$ cat src/rtl/enfasi_pkg.sv
// Shared types and constants for the de-emphasis receive path.
// Latency: n/a (declarations only).
// Backpressure: n/a.
//
// Contents:
//   sample_t    12-bit signed Q1.10 sample
//   FRAC        fractional bits of samples and coefficients
//   SMAX/SMIN   representable sample range
//   sat12()     clamp a 15-bit intermediate sum onto the sample range
package enfasi_pkg;

    typedef logic signed [11:0] sample_t;

    localparam int      FRAC = 10;
    localparam sample_t SMAX = 12'sh7FF;   //  2047
    localparam sample_t SMIN = 12'sh800;   // -2048

    // Clamp a widened sum back into a sample. The 15-bit input covers the
    // full range of x + fb, so no wrap can occur before the comparison.
    function automatic sample_t sat12(input logic signed [14:0] s);
        sample_t r;
        if (s > 15'(SMAX)) begin
            r = SMAX;
        end else if (s < 15'(SMIN)) begin
            r = SMIN;
        end else begin
            r = s[11:0];
        end
        return r;
    endfunction

endpackage

$ cat src/rtl/deenfasi_dp.sv
// Combinational recursion datapath: y = clamp(x + round(A * y_prev)).
// Latency: 0 cycles (pure combinational).
// Backpressure: none; evaluates every cycle, the caller decides when to use it.
//
// Ports:
//   i_x      current input sample x[n], signed Q1.10
//   i_yprev  previous valid output y[n-1], signed Q1.10
//   o_y      new output y[n], clamped to the sample range
//   o_ovf    high when o_y is a clamped value
module deenfasi_dp #(
    parameter int                 FRAC = 10,
    parameter logic signed [11:0] A    = 12'sd960
) (
    input  logic signed [11:0] i_x,
    input  logic signed [11:0] i_yprev,
    output logic signed [11:0] o_y,
    output logic               o_ovf
);

    import enfasi_pkg::*;

    // Product of two 12-bit signed operands needs 24 bits; everything
    // downstream is kept at that width so no intermediate can wrap.
    localparam int PW = 24;

    // Half an LSB of the output scale: adding it before the arithmetic
    // shift gives round-half-up (toward +inf) for both signs.
    localparam logic signed [PW-1:0] RND  = PW'(2 ** (FRAC - 1));
    localparam logic signed [PW-1:0] MAXW = PW'(SMAX);
    localparam logic signed [PW-1:0] MINW = PW'(SMIN);

    logic signed [PW-1:0] w_a;
    logic signed [PW-1:0] w_yp;
    logic signed [PW-1:0] w_x;
    logic signed [PW-1:0] w_prod;
    logic signed [PW-1:0] w_fb;
    logic signed [PW-1:0] w_sum;

    assign w_a    = PW'(A);
    assign w_yp   = PW'(i_yprev);
    assign w_x    = PW'(i_x);

    assign w_prod = w_a * w_yp;
    assign w_fb   = (w_prod + RND) >>> FRAC;
    assign w_sum  = w_x + w_fb;

    // |x + fb| < 4096, so the low 15 bits carry the full value into sat12.
    assign o_y    = sat12(w_sum[14:0]);
    assign o_ovf  = (w_sum > MAXW) || (w_sum < MINW);

endmodule

$ cat src/rtl/deenfasi_iir.sv
// First-order de-emphasis IIR, y[n] = x[n] + A*y[n-1], inverse of the tx pre-emphasis FIR.
// Latency: 2 edges from p/p_valid to q/q_valid; one sample per clock sustained.
// Backpressure: none; every valid sample is accepted, clear drops the sample presented with it.
//
// Ports:
//   clk      system clock, rising edge
//   rst      asynchronous active-low reset
//   p_valid  p carries a new sample this cycle
//   p        input sample x[n], signed Q1.10
//   clear    synchronous clear of pipeline, filter state and sat flag
//   q        output sample y[n], signed Q1.10, saturated
//   q_valid  one-cycle pulse: q was updated at the last edge
//   sat      sticky: some output was clamped since reset/clear
module deenfasi_iir #(
    parameter int                   W    = 12,
    parameter int                   FRAC = 10,
    parameter logic signed [W-1:0]  A    = 12'sd960
) (
    input  logic                clk,
    input  logic                rst,
    input  logic                p_valid,
    input  logic signed [W-1:0] p,
    input  logic                clear,
    output logic signed [W-1:0] q,
    output logic                q_valid,
    output logic                sat
);

    // Stage-1 capture of the incoming sample.
    logic signed [W-1:0] r_x;
    logic                r_v1;

    // Stage-2 output register; it is also the y[n-1] state of the recursion.
    logic signed [W-1:0] r_q;
    logic                r_qv;
    logic                r_sat;

    logic signed [W-1:0] w_y;
    logic                w_ovf;

    deenfasi_dp #(
        .FRAC (FRAC),
        .A    (A)
    ) u_dp (
        .i_x     (r_x),
        .i_yprev (r_q),
        .o_y     (w_y),
        .o_ovf   (w_ovf)
    );

    // Stage 1: x only moves on a valid sample so it is stable for stage 2.
    always_ff @(posedge clk or negedge rst) begin
        if (!rst) begin
            r_x  <= '0;
            r_v1 <= 1'b0;
        end else if (clear) begin
            // Sample arriving with clear is discarded.
            r_v1 <= 1'b0;
        end else begin
            r_v1 <= p_valid;
            if (p_valid) begin
                r_x <= p;
            end
        end
    end

    // Stage 2: the recursion always feeds back the last valid output, so
    // gaps in p_valid leave the filter state untouched.
    always_ff @(posedge clk or negedge rst) begin
        if (!rst) begin
            r_q   <= '0;
            r_qv  <= 1'b0;
            r_sat <= 1'b0;
        end else if (clear) begin
            r_q   <= '0;
            r_qv  <= 1'b0;
            r_sat <= 1'b0;
        end else begin
            r_qv <= r_v1;
            if (r_v1) begin
                r_q <= w_y;
                if (w_ovf) begin
                    r_sat <= 1'b1;
                end
            end
        end
    end

    assign q       = r_q;
    assign q_valid = r_qv;
    assign sat     = r_sat;

endmodule

$ cat config.mk
export PLATFORM = sky130hd
export DESIGN_NAME = deenfasi_iir
export DESIGN_NICKNAME = d
export VERILOG_FILES = /design/src/rtl/enfasi_pkg.sv /design/src/rtl/deenfasi_dp.sv /design/src/rtl/deenfasi_iir.sv
export SDC_FILE = /design/constraint.sdc
export NUM_CORES = 1
export LEC_CHECK = 0
export BUFFER_PORTS_ARGS = -buffer_cell sky130_fd_sc_hd__buf_2
export CORE_UTILIZATION = 60
export CTS_CLUSTER_DIAMETER = 40
export DETAILED_ROUTE_END_ITERATION = 6
export GPL_ROUTABILITY_DRIVEN = 0
export PLACE_DENSITY = 0.81
export SYNTH_ARGS = -nofsm -noshare
export SYNTH_HDL_FRONTEND = slang
export SYNTH_SLANG_ARGS = --single-unit
$ cat constraint.sdc
create_clock -name clk -period 10.6 [get_ports clk]
set_input_delay 2.12 -clock clk [delete_from_list [all_inputs] [get_ports clk]]
set_output_delay 2.12 -clock clk [all_outputs]
set_load 0.02 [all_outputs]
==> impl_metrics.json, run 1 <==
{
  "critPathMostFrequentCell": "ha_1",
  "root_buffer": "clkbuf_8",
  "grt_pass1_wl_mm": 13.30,
  "synth_ff_type": "dfrtp_1",
  "coreArea_sq_mm": 0.005642,
  "num-fill-cells": 434,
  "crit_end": "q[5]",
  "areaGrowthSynthToFinish_pct": 6.534,
  "num-nets-final": 485,
  "grt.total_usage": 0.2673,
  "dp_hpwl_mm": 6.292,
  "fin_setup_tns_ns": 0,
  "vias_per_cell": 6.002,
  "vias": 2857,
  "antenna_left": 0,
  "synthesis.area_sq_mm": 0.003581,
  "dp_slack_ns": 4.356,
  "crit_type": "flop to flop",
  "htreeDepth": 1,
  "die_h_um": 79.26,
  "hold_buffers": 0,
  "max_slew_margin": 0.2101,
  "post-cts-setup-buffer-count": 0,
  "grt_pass1_vias": 2858,
  "syn_area_per_cell_sq_um": 9.498,
  "io_pins": 30,
  "cts_tree": "built",
  "synth.most_common_cell": "ha_1",
  "synth-edff-count": 0,
  "path_clk_slew_ns": 0.09,
  "crit_fanout": 11,
  "cp.required_ns": 10.81,
  "crit_start": "q[1]",
  "synth_cells": 377,
  "cts.repair.resized": 0,
  "outcome": "finished clean",
  "reg2regPathDepth": 21,
  "finalCritPeriodShare": 0.5953,
  "clock.fmax_mhz": 158.5,
  "finalClockSkew_ns": 0.005289,
  "antenna_found_initial": 0,
  "synth_top_area_frac": 0.1887,
  "r2r-start": "q[1]",
  "drive_gt1_frac": 0.1832,
  "arrival_ns": 6.52,
  "clock_sinks": 27,
  "r2r_end": "q[5]",
  "cp_cell_sequence": "ha_1 > xor2_1 > ha_1 > fa_1 > ha_1 > a21o_1 > a41oi_2 > xnor2_1 > nand2_1 > nor3_1 > nand3_1 > xnor2_1 > ha_1 > and3_4 > nor2b_4 > nand2_1 > a21oi_1 > o211ai_1 > or3_4 > a21oi_2 > a311o_1",
  "route.detailed.drc": 0,
  "tightest_slew_ns": 1.182,
  "hold_viol_final": 0,
  "synth.distinct_cells": 69,
  "drv_cap": 0,
  "clockBufferDepth": 2,
  "die_w_um": 79.26,
  "wl_mm": 7.768,
  "critPathLaunchType": "flop",
  "rsz0062_at_grt": "no",
  "yosysSeqAreaShare": 0.1887,
  "setup-violations-final": 0,
  "async_flop_share": 1.000,
  "num_rows": 27,
  "antennaDiodeCount": 0,
  "die_area_sq_mm": 0.006281,
  "yosysTopAreaCell": "dfrtp_1",
  "cp_num_cells": 21,
  "drtIter0Drc": 194,
  "slowest_stage": "fa_1",
  "max_stage_delay_ns": 0.47,
  "yosys_warnings": 0,
  "initial_core_util": 0.6347,
  "min_path_type": "flop to flop",
  "post_drt_wl_per_cell_um": 16.32,
  "cts-buffers-inserted": 3,
  "min_period_ns": 6.310,
  "maxSlewViolCount": 0,
  "clk_latency_ns": 0.27,
  "synth-seq-cells": 27,
  "first_pass_iters": 4,
  "fin_ws_ns": 4.290,
  "placed_cells": 472,
  "critPathBufInv": 0,
  "cp_top_family": "adder cells",
  "grt_overflow": 0,
  "port_buffers": 29,
  "synth_common_cells": "ha_1 (46), inv_1 (36), nand2_1 (30)",
  "end_kind": "flop",
  "syn_nets": 457,
  "grt_max_degree": 28,
  "finalNonFillerCells": 476,
  "r2r_setup_slack_ns": 4.29,
  "synth_area_leaders": "dfrtp_1 (19%), ha_1 (16%), fa_1 (10%)"
}
-- final cells by class --
type | instances | area [sq um] | area share
inverter | 36 | 135.1 | 0.03542
clock buffer | 4 | 45.04 | 0.01181
sequential | 27 | 675.6 | 0.1771
timing repair buffer | 29 | 145.1 | 0.03805
tap | 72 | 90.09 | 0.02361
multi-input combinational | 308 | 2724 | 0.7140
-- stage by stage --
| step | utilization | cell area (sq um) | hold slack (ns) |
|---|---|---|---|
| after floorplan | - | 3581 | 0.4875 |
| after global placement | 0.6682 | 3770 | 0.5085 |
| after detailed placement | 0.6682 | 3770 | 0.5077 |
| after CTS | 0.6762 | 3815 | 0.5298 |
| after global routing | 0.6762 | 3815 | 0.5493 |
| final | 0.6762 | 3815 | 0.5212 |
-- metal layers --
layer | global-route usage | vias to the layer above | part of all wire
li1 | - | 1416 | -
met1 | 0.3682 | 1355 | 0.47
met2 | 0.4448 | 70 | 0.49
met3 | 0.03103 | 16 | 0.031
met4 | 0.06727 | 0 | 0.013
met5 | 0 | - | 0
-- cells in the final DEF, fill, tap and decap left out, drive strengths merged, types with 17 or more instances in the layout --
cell type and n:
ha 46, inv 36, nand2 31, buf 29
dfrtp 27, a21oi 22, nor2 20, xnor2 20
fa 18, o21ai 17
-- worst min-delay path by stage --
stage	from	cells after the start	slack (ns)	end
finish	r_x[8]	1	0.52	r_x[8]
global route	r_x[10]	1	0.55	r_x[10]
CTS	r_x[8]	1	0.53	r_x[8]
detailed placement	r_x[8]	1	0.51	r_x[8]
global placement	r_x[6]	1	0.51	r_x[6]
floorplan	r_x[0]	1	0.49	r_x[0]
-- worst reg2reg max path: stages, from the launching register on --
cell and delay, ns:
dfrtp_1 0.45, ha_1 0.35, xor2_1 0.17, ha_1 0.30, fa_1 0.47, ha_1 0.36, a21o_1 0.21, a41oi_2 0.37
xnor2_1 0.19, nand2_1 0.13, nor3_1 0.44, nand3_1 0.17, xnor2_1 0.19, ha_1 0.46, and3_4 0.24, nor2b_4 0.17
nand2_1 0.10, a21oi_1 0.19, o211ai_1 0.16, or3_4 0.40, a21oi_2 0.45, a311o_1 0.28
-- logic make-up (layout without fill, tap and decap cells) --
kind of cell	after synthesis	in the layout	share of synthesized area
multiplexers	15	15	0.04647
buffers and inverters	42	69	0.05066
AND/OR/NAND/NOR	98	98	0.1496
AO/OA/AOI/OAI	96	96	0.2117
XOR/XNOR	35	35	0.09155
flip-flops	27	27	0.1887
adder cells (fa/ha/maj)	64	64	0.2614
-- registers in the layout, summed over array words and instances (netlist names) --
register / count
q: 12
r_x: 12
q_valid: 1
r_v1: 1
sat: 1
Power of run 1 is not shown: default switching activity piles up to over one toggle a cycle in this logic, so the estimate is an artifact.
==> inputs of run 2 (changes only) <==
--- a/config.mk
+++ b/config.mk
@@ -6,11 +6,11 @@
 export NUM_CORES = 1
 export LEC_CHECK = 0
 export BUFFER_PORTS_ARGS = -buffer_cell sky130_fd_sc_hd__buf_2
-export CORE_UTILIZATION = 60
+export CORE_UTILIZATION = 56
 export CTS_CLUSTER_DIAMETER = 40
 export DETAILED_ROUTE_END_ITERATION = 6
 export GPL_ROUTABILITY_DRIVEN = 0
-export PLACE_DENSITY = 0.81
+export PLACE_DENSITY = 0.79
 export SYNTH_ARGS = -nofsm -noshare
 export SYNTH_HDL_FRONTEND = slang
 export SYNTH_SLANG_ARGS = --single-unit
==> constraint.sdc (replaced) <==
create_clock -name clk -period 5.1 [get_ports clk]
set_input_delay 1.02 -clock clk [delete_from_list [all_inputs] [get_ports clk]]
set_output_delay 1.02 -clock clk [all_outputs]
set_load 0.02 [all_outputs]
==> run 2 against run 1 <==
Compared with the run above: the run now ends with negative setup slack left; via count is 35% higher; sequential share of layout area is 4.5 points lower; cell count is 24% higher; register-to-register slack worse by 5.1 ns; first-iteration DRC count is 48% higher; largest cell class unchanged; highest routed layer unchanged.
==> impl_metrics.json, run 2 (same netlist as run 1, synthesis figures left out) <==
{
  "finalCritPeriodShare": 1.153,
  "setup-violations-final": 13,
  "arrival_ns": 6.11,
  "cts_tree": "built",
  "r2r-start": "q[2]",
  "initial_core_util": 0.5908,
  "hold_buffers": 0,
  "fin_ws_ns": -0.7813,
  "route.detailed.drc": 0,
  "wl_met3_mm": 1.088,
  "grt_pass1_wl_mm": 19.11,
  "max_slew_margin": 0.2351,
  "areaGrowthSynthToFinish_pct": 45.74,
  "reg2regPathDepth": 23,
  "layout_commonest_cell": "buf_4",
  "r2r_setup_slack_ns": -0.78,
  "hold_viol_final": 0,
  "critPathLaunchType": "flop",
  "min_path_type": "flop to flop",
  "outcome": "finished with violations",
  "end_kind": "flop",
  "coreArea_sq_mm": 0.006061,
  "dp_hpwl_mm": 7.611,
  "antennaDiodeCount": 0,
  "vias_per_cell": 6.552,
  "grt_max_degree": 28,
  "drv_cap": 0,
  "drt-met1-wl_mm": 4.938,
  "cts-buffers-inserted": 3,
  "grt.total_usage": 0.3808,
  "path_clk_slew_ns": 0.12,
  "cp_cell_sequence": "ha_4 > fa_1 > inv_1 > fa_1 > inv_2 > ha_4 > a41oi_4 > xnor2_2 > nand2_2 > buf_6 > nor3_4 > nand2_1 > xor2_1 > ha_1 > a21o_1 > a21o_1 > a21oi_2 > a2bb2oi_2 > o211ai_1 > or3_4 > a21oi_4 > buf_6 > a221o_1",
  "violations": "negative setup slack",
  "grt_overflow": 0,
  "min_period_ns": 5.881,
  "max_stage_delay_ns": 0.55,
  "antenna_left": 0,
  "htreeDepth": 1,
  "finalClockSkew_ns": 0.01977,
  "first_pass_iters": 5,
  "clk_latency_ns": 0.30,
  "num_rows": 28,
  "vias": 3859,
  "drive_gt1_frac": 0.4883,
  "rsz0062_at_grt": "yes",
  "clock_sinks": 27,
  "slowest_stage": "fa_1",
  "port_buffers": 29,
  "drtIter0Drc": 288,
  "crit_fanout": 5,
  "clock.fmax_mhz": 170.0,
  "crit_type": "flop to flop",
  "die_w_um": 81.97,
  "crit_end": "q[10]",
  "min_path_cells": 1,
  "cp.required_ns": 5.32,
  "wl_met2_mm": 6.292,
  "wl_mm": 12.96,
  "die_h_um": 81.97,
  "die_area_sq_mm": 0.006718,
  "antenna_found_initial": 0,
  "root_buffer": "clkbuf_8",
  "grt_pass1_vias": 3898,
  "io_pins": 30,
  "dr.max_layer_used": "met4",
  "crit_start": "q[2]",
  "tightest_slew_ns": 1.145,
  "fin_setup_tns_ns": -9.363,
  "post_drt_wl_per_cell_um": 22.00,
  "num-nets-final": 595,
  "maxSlewViolCount": 0,
  "final_cell_mix": "buf_4 (99), inv_1 (33), buf_2 (29)",
  "clockBufferDepth": 2,
  "final_util": 0.8611,
  "r2r_end": "q[10]"
}
run 2: changes by cell type in the layout (fill, tap and decap cells not counted), moves of 7 or more:
| cell | delta |
|---|---|
| dfrtp_2 | +9 |
| ha_1 | -19 |
| buf_4 | +99 |
| ha_4 | +18 |
| buf_6 | +10 |
| dfrtp_1 | -9 |
| nand2_1 | -7 |
run 2: final cells by class:
| cell class | count | area, sq um |
|---|---|---|
| Multi-Input combinational cell | 308 | 3232 |
| Timing Repair Buffer | 139 | 1021 |
| Fill cell | 288 | 842.1 |
| Sequential cell | 27 | 686.9 |
| Inverter | 36 | 135.1 |
| Tap cell | 75 | 93.84 |
| Clock buffer | 3 | 41.29 |
| Clock inverter | 1 | 8.758 |
run 2: worst min-delay path by stage:
stage / start / to / slack (ns)
5_1_grt: r_x[5] / r_x[5] / 0.54
2_1_floorplan: r_x[10] / r_x[10] / 0.48
3_3_place_gp: r_x[6] / r_x[6] / 0.50
6_report: r_x[6] / r_x[6] / 0.54
4_1_cts: r_x[5] / r_x[5] / 0.54
3_5_place_dp: r_x[5] / r_x[5] / 0.51
run 2: through the flow:
stage | hold WS, ns | cells | setup WS, ns | area, sq um
3_5_place_dp | 0.5111 | 567 | -0.5430 | 4669
4_1_cts | 0.5415 | 585 | -0.4216 | 5052
6_report | 0.5371 | 589 | -0.7813 | 5219
2_1_floorplan | 0.4849 | 377 | -0.2164 | 3792
3_3_place_gp | 0.4999 | 567 | -0.3969 | 4669
5_1_grt | 0.5436 | 589 | -0.9849 | 5219
run 2: worst max-delay path: cells and delay by family, from the launching register on:
| kind | cells | cell delay (ns) |
|---|---|---|
| AND/OR/NAND/NOR | 4 | 0.93 |
| XOR/XNOR | 2 | 0.43 |
| buffers and inverters | 4 | 0.43 |
| flip-flops | 1 | 0.49 |
| adder cells (fa/ha/maj) | 5 | 1.90 |
| AO/OA/AOI/OAI | 8 | 1.59 |
run 2: routing by layer:
layer,up-vias,GRT usage
met5,-,0
met2,286,0.6430
met3,78,0.07444
met4,0,0.1895
met1,1871,0.4587
li1,1624,-
run 2: repair_timing:
item	in CTS	in global routing
endpoints found under the setup margin	13	13
hold endpoints to repair	0	0
setup buffers	17	4
pin swaps	28	21
resized for setup	40	24
Power of run 2 is left out for the same reason.
==> inputs of run 3 (changes only) <==
--- a/config.mk
+++ b/config.mk
@@ -6,11 +6,12 @@
 export NUM_CORES = 1
 export LEC_CHECK = 0
 export BUFFER_PORTS_ARGS = -buffer_cell sky130_fd_sc_hd__buf_2
-export CORE_UTILIZATION = 56
+export CORE_MARGIN = 5
+export CORE_UTILIZATION = 46
 export CTS_CLUSTER_DIAMETER = 40
 export DETAILED_ROUTE_END_ITERATION = 6
 export GPL_ROUTABILITY_DRIVEN = 0
-export PLACE_DENSITY = 0.79
+export PLACE_DENSITY = 0.67
 export SYNTH_ARGS = -nofsm -noshare
 export SYNTH_HDL_FRONTEND = slang
 export SYNTH_SLANG_ARGS = --single-unit
==> run 3 against run 2 <==
Compared with the run above: the flow still finishes with violations (negative setup slack); first-iteration DRC count shrank 75%; design area is 4.6% lower; count of clock-buffer cells in the layout stayed put; highest routed layer unchanged.
==> impl_metrics.json, run 3 (same netlist as run 1, synthesis figures left out) <==
{
  "outcome": "finished with violations",
  "violations": "negative setup slack",
  "num-nets-final": 587,
  "root_buffer": "clkbuf_8",
  "arrival_ns": 5.84,
  "drtIter0Drc": 73,
  "hold_buffers": 0,
  "worstHoldStart": "r_x[9]",
  "tightest_slew_ns": 1.146,
  "critPathLaunchType": "flop",
  "port_buffers": 29,
  "cts_tree": "built",
  "top_usage_layer": "met2",
  "cts-buffers-inserted": 3,
  "die_w_um": 98.23,
  "finalCritPeriodShare": 1.102,
  "min_path_cells": 1,
  "max_stage_delay_ns": 0.53,
  "met2_usage": 0.3675,
  "final_util": 0.6512,
  "r2r-start": "q[2]",
  "fin_ws_ns": -0.5201,
  "rsz0062_at_grt": "yes",
  "fin_setup_tns_ns": -6.115,
  "die_area_sq_mm": 0.009649,
  "met1_usage": 0.2499,
  "initial_core_util": 0.4683,
  "post_drt_wl_per_cell_um": 15.44,
  "setup-violations-final": 13,
  "grt_pass1_vias": 3432,
  "antenna_found_initial": 0,
  "path_clk_slew_ns": 0.10,
  "critPathBufInv": 3,
  "clock_sinks": 27,
  "htreeDepth": 1,
  "antenna_left": 0,
  "slowest_stage": "fa_1",
  "finalClockSkew_ns": 0.005162,
  "use_met3": 0.01000,
  "cp.required_ns": 5.32,
  "grt_max_degree": 28,
  "drv_cap": 0,
  "vias": 3243,
  "crit_fanout": 6,
  "antennaDiodeCount": 0,
  "wl_mm": 9.387,
  "grt.total_usage": 0.1958,
  "coreArea_sq_mm": 0.007647,
  "cp_cell_sequence": "ha_4 > fa_1 > inv_1 > fa_1 > inv_2 > ha_4 > a21boi_4 > o211a_1 > or4_4 > o311ai_4 > nand2_2 > nor3_4 > xor2_2 > ha_1 > nand2_2 > nor2b_4 > a221oi_2 > o2111a_1 > nor3_2 > or3_4 > a21oi_4 > buf_6 > a311o_1",
  "areaGrowthSynthToFinish_pct": 39.06,
  "maxSlewViolCount": 0,
  "layout_commonest_cell": "buf_4",
  "clock.fmax_mhz": 177.9,
  "drive_gt1_frac": 0.4466,
  "hold_viol_final": 0,
  "clockBufferDepth": 2,
  "grt_overflow": 0,
  "reg2regPathDepth": 23,
  "num_rows": 32,
  "route.detailed.drc": 0,
  "max_slew_margin": 0.2346,
  "dp_hpwl_mm": 7.730,
  "crit_type": "flop to flop",
  "vias_per_cell": 5.334,
  "die_h_um": 98.23,
  "clk_latency_ns": 0.28,
  "first_pass_iters": 4,
  "end_kind": "flop",
  "hold_path_end": "r_x[9]",
  "grt_pass1_wl_mm": 15.78,
  "r2r_end": "q[5]",
  "cp_top_family": "adder cells",
  "min_period_ns": 5.620,
  "final_cell_mix": "buf_4 (100), inv_1 (33), ha_1 (30)",
  "dp_slack_ns": -0.6184,
  "io_pins": 30,
  "min_path_type": "flop to flop",
  "r2r_setup_slack_ns": -0.52
}
[run 3: cell types whose count changed in the layout (fill, tap and decap cells not counted), moves of 2 or more]
cell     previous run  this run
nand2_1            23        26
ha_1               27        30
xnor2_2             5         1
ha_4               18        13
ha_2                1         3
nor2_4              4         1
xnor2_1            14        18
nor2_2              0         3
buf_6              10         2
nand2_4             2         0
[run 3: metrics by stage]
| stage | instances | hold WS (ns) | instance area [sq um] |
|---|---|---|---|
| 2_1_floorplan | 377 | 0.4849 | 3792 |
| 3_3_place_gp | 590 | 0.5066 | 4673 |
| 3_5_place_dp | 590 | 0.5106 | 4673 |
| 4_1_cts | 606 | 0.5341 | 4928 |
| 5_1_grt | 608 | 0.5536 | 4980 |
| 6_report | 608 | 0.5356 | 4980 |
[run 3: repair_timing]
item | in CTS | in global routing
gates resized for setup | 23 | 7
setup buffers | 11 | 2
setup endpoints to repair | 13 | 13
pin swaps | 22 | 15
cloned | 1 | 0
[run 3: area by class of cell]
type / count / area, sq um
Clock inverter: 1 / 8.758
Timing Repair Buffer: 131 / 918.4
Multi-Input combinational cell: 308 / 3062
Clock buffer: 3 / 41.29
Inverter: 36 / 135.1
Fill cell: 609 / 2668
Tap cell: 102 / 127.6
Sequential cell: 27 / 686.9
[run 3: per-layer routing]
layer / vias up / part of all wire
li1: 1609 / -
met1: 1587 / 0.45
met2: 35 / 0.53
met3: 12 / 0.013
met4: 0 / 0.012
met5: - / 0
[run 3: worst max path at each step]
stage                     cells after the start  slack, ns   end  start
final                                        23      -0.52  q[5]   q[2]
after global routing                         24      -0.74  q[3]   q[1]
after CTS                                    24      -0.47  q[5]   q[1]
after detailed placement                     23      -0.62   sat   q[0]
after global placement                       24      -0.47   sat   q[4]
after floorplan                              24      -0.22  q[2]   q[4]
[run 3: worst register-to-register path, stage by stage, from the launching register on]
cell      delay (ns)
dfrtp_2         0.47
ha_4            0.26
fa_1            0.51
inv_1           0.07
fa_1            0.53
inv_2           0.06
ha_4            0.25
a21boi_4        0.15
o211a_1         0.26
or4_4           0.44
o311ai_4        0.13
nand2_2         0.11
nor3_4          0.25
xor2_2          0.24
ha_1            0.29
nand2_2         0.10
nor2b_4         0.05
a221oi_2        0.28
o2111a_1        0.23
nor3_2          0.06
or3_4           0.35
a21oi_4         0.16
buf_6           0.14
a311o_1         0.16
Power of run 3 is left out for the same reason.
